==> config.mk <==
export PLATFORM = sky130hd
export DESIGN_NAME = operand_stage
export DESIGN_NICKNAME = d
export VERILOG_FILES = /design/src/rtl/operand_stage.sv
export SDC_FILE = /design/constraint.sdc
export NUM_CORES = 2
export LEC_CHECK = 0
export CORE_MARGIN = 3
export CORE_UTILIZATION = 25
export CTS_CLUSTER_SIZE = 24
export DETAILED_ROUTE_END_ITERATION = 12
export PLACE_DENSITY_LB_ADDON = 0.08
export SLEW_MARGIN = 20
export SYNTH_ARGS = -nofsm -noshare
export SYNTH_HDL_FRONTEND = slang
export SYNTH_SLANG_ARGS = --single-unit
==> constraint.sdc <==
create_clock -name clk_i -period 51.8 [get_ports clk_i]
set_clock_uncertainty 0.1 [all_clocks]
set_input_delay 15.54 -clock clk_i [delete_from_list [all_inputs] [get_ports clk_i]]
set_output_delay 15.54 -clock clk_i [all_outputs]
set_load 0.02 [all_outputs]
==> src/rtl/operand_stage.sv <==
// Operand fetch stage: 32x32 register file with a one-entry valid/ready output register toward the ALU.
// Optional REGFILE_BYPASS_EN forwards a same-cycle writeback to the read ports.
module operand_stage (
  input  logic        clk_i,
  input  logic        rst_i,
  input  logic        in_valid_i,
  output logic        in_ready_o,
  input  logic [4:0]  rs_i5,
  input  logic [4:0]  rt_i5,
  input  logic [31:0] imm_i32,
  input  logic        use_imm_i,
  input  logic [5:0]  funct_i6,
  input  logic        alt_i,
  input  logic        wb_en_i,
  input  logic [4:0]  wb_addr_i5,
  input  logic [31:0] wb_data_i32,
  input  logic        flush_i,
  output logic        out_valid_o,
  input  logic        out_ready_i,
  output logic [31:0] a_o32,
  output logic [31:0] b_o32,
  output logic [5:0]  funct_o6,
  output logic        alt_o
);

  logic [31:0] regs_r [32];
  logic [31:0] rd_a_s;
  logic [31:0] rd_b_s;
  logic [31:0] b_sel_s;
  logic        accept_s;
  logic        out_valid_r;
  logic [31:0] a_r;
  logic [31:0] b_r;
  logic [5:0]  funct_r;
  logic        alt_r;

  // Handshake: stage accepts when the output slot is free or draining, never while flushing.
  always_comb begin
    in_ready_o = (!out_valid_r || out_ready_i) && !flush_i;
    accept_s   = in_valid_i && in_ready_o;
  end

  // Register file read ports; address 0 is hard-wired to zero.
  always_comb begin
    rd_a_s  = 32'h0000_0000;
    rd_b_s  = 32'h0000_0000;
    if (rs_i5 != 5'd0) begin
`ifdef REGFILE_BYPASS_EN
      if (wb_en_i && (wb_addr_i5 == rs_i5)) begin
        rd_a_s = wb_data_i32;
      end else begin
        rd_a_s = regs_r[rs_i5];
      end
`else
      rd_a_s = regs_r[rs_i5];
`endif
    end else begin
      rd_a_s = 32'h0000_0000;
    end
    if (rt_i5 != 5'd0) begin
`ifdef REGFILE_BYPASS_EN
      if (wb_en_i && (wb_addr_i5 == rt_i5)) begin
        rd_b_s = wb_data_i32;
      end else begin
        rd_b_s = regs_r[rt_i5];
      end
`else
      rd_b_s = regs_r[rt_i5];
`endif
    end else begin
      rd_b_s = 32'h0000_0000;
    end
    if (use_imm_i) begin
      b_sel_s = imm_i32;
    end else begin
      b_sel_s = rd_b_s;
    end
  end

  // Register file write port; runs regardless of stall or handshake state.
  always_ff @(posedge clk_i or posedge rst_i) begin
    if (rst_i) begin
      for (int i = 0; i < 32; i++) begin
        regs_r[i] <= 32'h0000_0000;
      end
    end else if (wb_en_i && (wb_addr_i5 != 5'd0)) begin
      regs_r[wb_addr_i5] <= wb_data_i32;
    end else begin
      regs_r[wb_addr_i5] <= regs_r[wb_addr_i5];
    end
  end

  // Output bundle register; flush beats accept, accept beats a plain consume.
  always_ff @(posedge clk_i or posedge rst_i) begin
    if (rst_i) begin
      out_valid_r <= 1'b0;
      a_r         <= 32'h0000_0000;
      b_r         <= 32'h0000_0000;
      funct_r     <= 6'd0;
      alt_r       <= 1'b0;
    end else if (flush_i) begin
      out_valid_r <= 1'b0;
    end else if (accept_s) begin
      out_valid_r <= 1'b1;
      a_r         <= rd_a_s;
      b_r         <= b_sel_s;
      funct_r     <= funct_i6;
      alt_r       <= alt_i;
    end else if (out_ready_i) begin
      out_valid_r <= 1'b0;
    end else begin
      out_valid_r <= out_valid_r;
    end
  end

  assign out_valid_o = out_valid_r;
  assign a_o32       = a_r;
  assign b_o32       = b_r;
  assign funct_o6    = funct_r;
  assign alt_o       = alt_r;

endmodule
==> impl_results.md <==
* Status: finished, final reports clean
* # DRC at 0
* Area of the multi-input gates at between 30,000 and 40,000 µm²
* Row Count at 184
* Post-route clock period utilization at 0.6319
* Post-route cell area at between 70,000 and 80,000 µm²
* Max FO, Critical Path at 3
* Register area at 27,430 µm²
* Ys Warns at 0
* Initial antenna violation count at 22
* Global-route wire length before repair at around 440 mm
* Commonest non-fill, non-tap cells in the layout: dfrtp_1, nand2_1, o21ai_0, mux4_2, mux2i_1
* CP cell instances: clkdlybuf4s50_1 -> nor2b_1 -> nor2_1 -> clkdlybuf4s50_1
* Place WS at 19.01 ns
* Die width at 509.1 µm
* Crit path top cell by count: clkdlybuf4s50_1
* Die Span Y at roughly 510 µm
* Largest net degree at the start of global routing at 157
* Drt total wl at 322.6 mm
* CP peak stage delay at 0.70 ns
* Mapped Avg Cell Area at 11.25 µm²
* WS Path Type: input pin to output pin
* Hold_buf cts at 0
* Initial Utilization at 0.2515
* Mapped cell area at 63,280 µm²
* Max VDD drop at 0.00003293 V
* Final WS setup at ~19 ns
* DP Wirelength at 190.3 mm
* Worst slew margin at 0.1836
* Clock Tree Root: clkbuf_16
* CTS Sinks at around 1.1k
* Crit path max-delay cell type: clkdlybuf4s50_1
* Via count at 49.26k
* Hold WS at 0.3115 ns
* Cells after synthesis at about 5.6k
* Vias per std cell at ~5.5
* Final hold vios at 0
* Number of synthesized flops with an enable pin at 0
* Critical path data arrival time at 17.09 ns
* Highest clock rate at 30.55 MHz
* Port Buffers at 165
* # nets final at 5,572
* Synth async-reset ratio at 1.000
* Clock tree buffer depth at 3
* Startpoint class of the critical path: input pin
* Synth Flop Type: dfrtp_1
* Count of cell types in the netlist at 58
* Tmin final at 32.73 ns
* Max-Cap Viols at 0
* Share of cells above drive strength 1 at 0.2173
* Total grt overflow at 0
* Req. time, crit path at roughly 36 ns
* CTS tree: built
* Register area share after synthesis at 0.4334
* # IOs at approximately 170
* Die area at around 260,000 µm²
* Mapped Nets at 5,718
* RSZ-0062 raised after global routing: no
* DR iter-0 viols at 4,437
* Post-route ant nets at 0
* Core area at 251,600 µm²
* CP Capture Type: output pin
* Final setup violation count at 0
* H-tree depth at 4
* FF+latch count, synth at ~1.1k
* RD Place Congestion at 0.7929
* Reg clk slew, reported paths at about 0.05 ns
* Placed inst area at 68,300 µm²
* Slew @ Worst Pin at 1.222 ns
* Pwr/cell area at 41.90 nW/µm²
* Routed len/inst at 36.08 µm
* Num CTS Buffers at approximately 140
* # resized after CTS at 0
* Global Route Usage Sum at 0.2469
* Skew-Pair Late Insertion Delay at 0.81 ns
* Fillers at 25.85k
* Slew Viols, Final at 0
* Synth-to-Final Area Change at 15.62%
* Hold crit path type: register to register
* Final setup TNS at 0 ns
* Commonest non-fill, non-tap cell in the layout: dfrtp_1
* Vias in the first global route at 49.32k
* Postcts setup bufs at 0
* Initial DRT Pass Iterations at 5
* LEAKAGE at 30.32 nW
* Final Power at 3.066 mW
==> cell usage after synthesis (4+ instances only) <==
cell / n / share of area
a2111oi_0: 63 / 0.0087
a21o_1: 31 / 0.0037
a21oi_1: 33 / 0.0026
a221oi_1: 5 / 0.00069
a22o_1: 37 / 0.0051
a22oi_1: 102 / 0.012
and2_1: 38 / 0.0038
and4b_1: 26 / 0.0041
buf_1: 28 / 0.0017
buf_2: 156 / 0.012
buf_4: 32 / 0.0038
buf_6: 15 / 0.0027
clkbuf_1: 344 / 0.020
clkbuf_2: 55 / 0.0043
dfrtp_1: 1096 / 0.43
mux2_2: 43 / 0.0077
mux2i_1: 331 / 0.052
mux4_2: 662 / 0.24
nand2_1: 1079 / 0.064
nand3_1: 70 / 0.0055
nand3b_1: 5 / 0.00059
nand4_1: 24 / 0.0024
nand4bb_1: 4 / 0.00071
nor2_1: 70 / 0.0042
nor2b_1: 14 / 0.0014
nor3_1: 42 / 0.0033
nor4_1: 14 / 0.0014
nor4bb_1: 6 / 0.00095
o21ai_0: 897 / 0.071
o21ai_1: 121 / 0.0096
o21ai_2: 9 / 0.0012
o22ai_1: 131 / 0.013
==> area by class of cell <==
| cell class | count | area share |
|---|---|---|
| Multi-Input combinational cell | 3898 | 0.4601 |
| Antenna cell | 6 | 0.0002052 |
| Inverter | 1 | 0.0001539 |
| Clock buffer | 233 | 0.06192 |
| Clock inverter | 22 | 0.004207 |
| Tap cell | 3348 | 0.05725 |
| Timing Repair Buffer | 338 | 0.04130 |
| Sequential cell | 1096 | 0.3749 |
==> metrics by stage <==
stage	instances	util
global route	8937	0.2907
finish	8942	0.2908
floorplan	5625	-
detailed placement	8681	0.2714
global placement	8681	0.2711
CTS	8936	0.2907
==> per-layer routing <==
metal | global-route usage | part of all wire | vias to the layer above
li1 | - | - | 20810
met1 | 0.3376 | 0.44 | 26480
met2 | 0.4050 | 0.48 | 1569
met3 | 0.03605 | 0.050 | 384
met4 | 0.07346 | 0.031 | 8
met5 | 0 | 0.00017 | -
==> logic make-up (layout without fill, tap and decap cells) <==
group | Yosys count | in the layout | synth area share
compound gates | 1448 | 1448 | 0.1304
flops | 1096 | 1096 | 0.4334
buf+inv | 631 | 594 | 0.04528
simple gates | 1414 | 1414 | 0.09530
mux | 1036 | 1036 | 0.2956
other cells | 0 | 6 | 0
==> power by group <==
part | switching [mW] | leakage (nW) | internal [mW]
clock network | 0.422 | 2.38 | 0.629
registers | 0.205 | 14.0 | 1.05
logic | 0.384 | 13.9 | 0.373
==> worst max-delay path, delay by kind of cell <==
| kind | cells | cell delay, ns |
|---|---|---|
| simple gates | 2 | 0.39 |
| buf+inv | 2 | 1.16 |
==> path summary, 6_finish.rpt <==
| path | from | endpoint | slack [ns] | cells past startpoint |
|---|---|---|---|---|
| max in group asynchronous | rst_i | a_o32[18] | 32.84 | 6 |
| max | out_ready_i | in_ready_o | 19.07 | 4 |
| min reg2reg | regs_r[1008] | regs_r[1008] | 0.31 | 0 |
| min | regs_r[1008] | regs_r[1008] | 0.31 | 0 |
| min in group asynchronous | rst_i | regs_r[438] | 15.13 | 2 |
| max reg2reg | out_valid_o | a_o32[22] | 47.94 | 8 |
==> registers in the layout, summed over array words and instances (netlist names) <==
signal       cells
funct_o6         6
out_valid_o      1
regs_r        1024
b_o32           32
a_o32           32
alt_o            1
(Power assumes the default switching activity.)
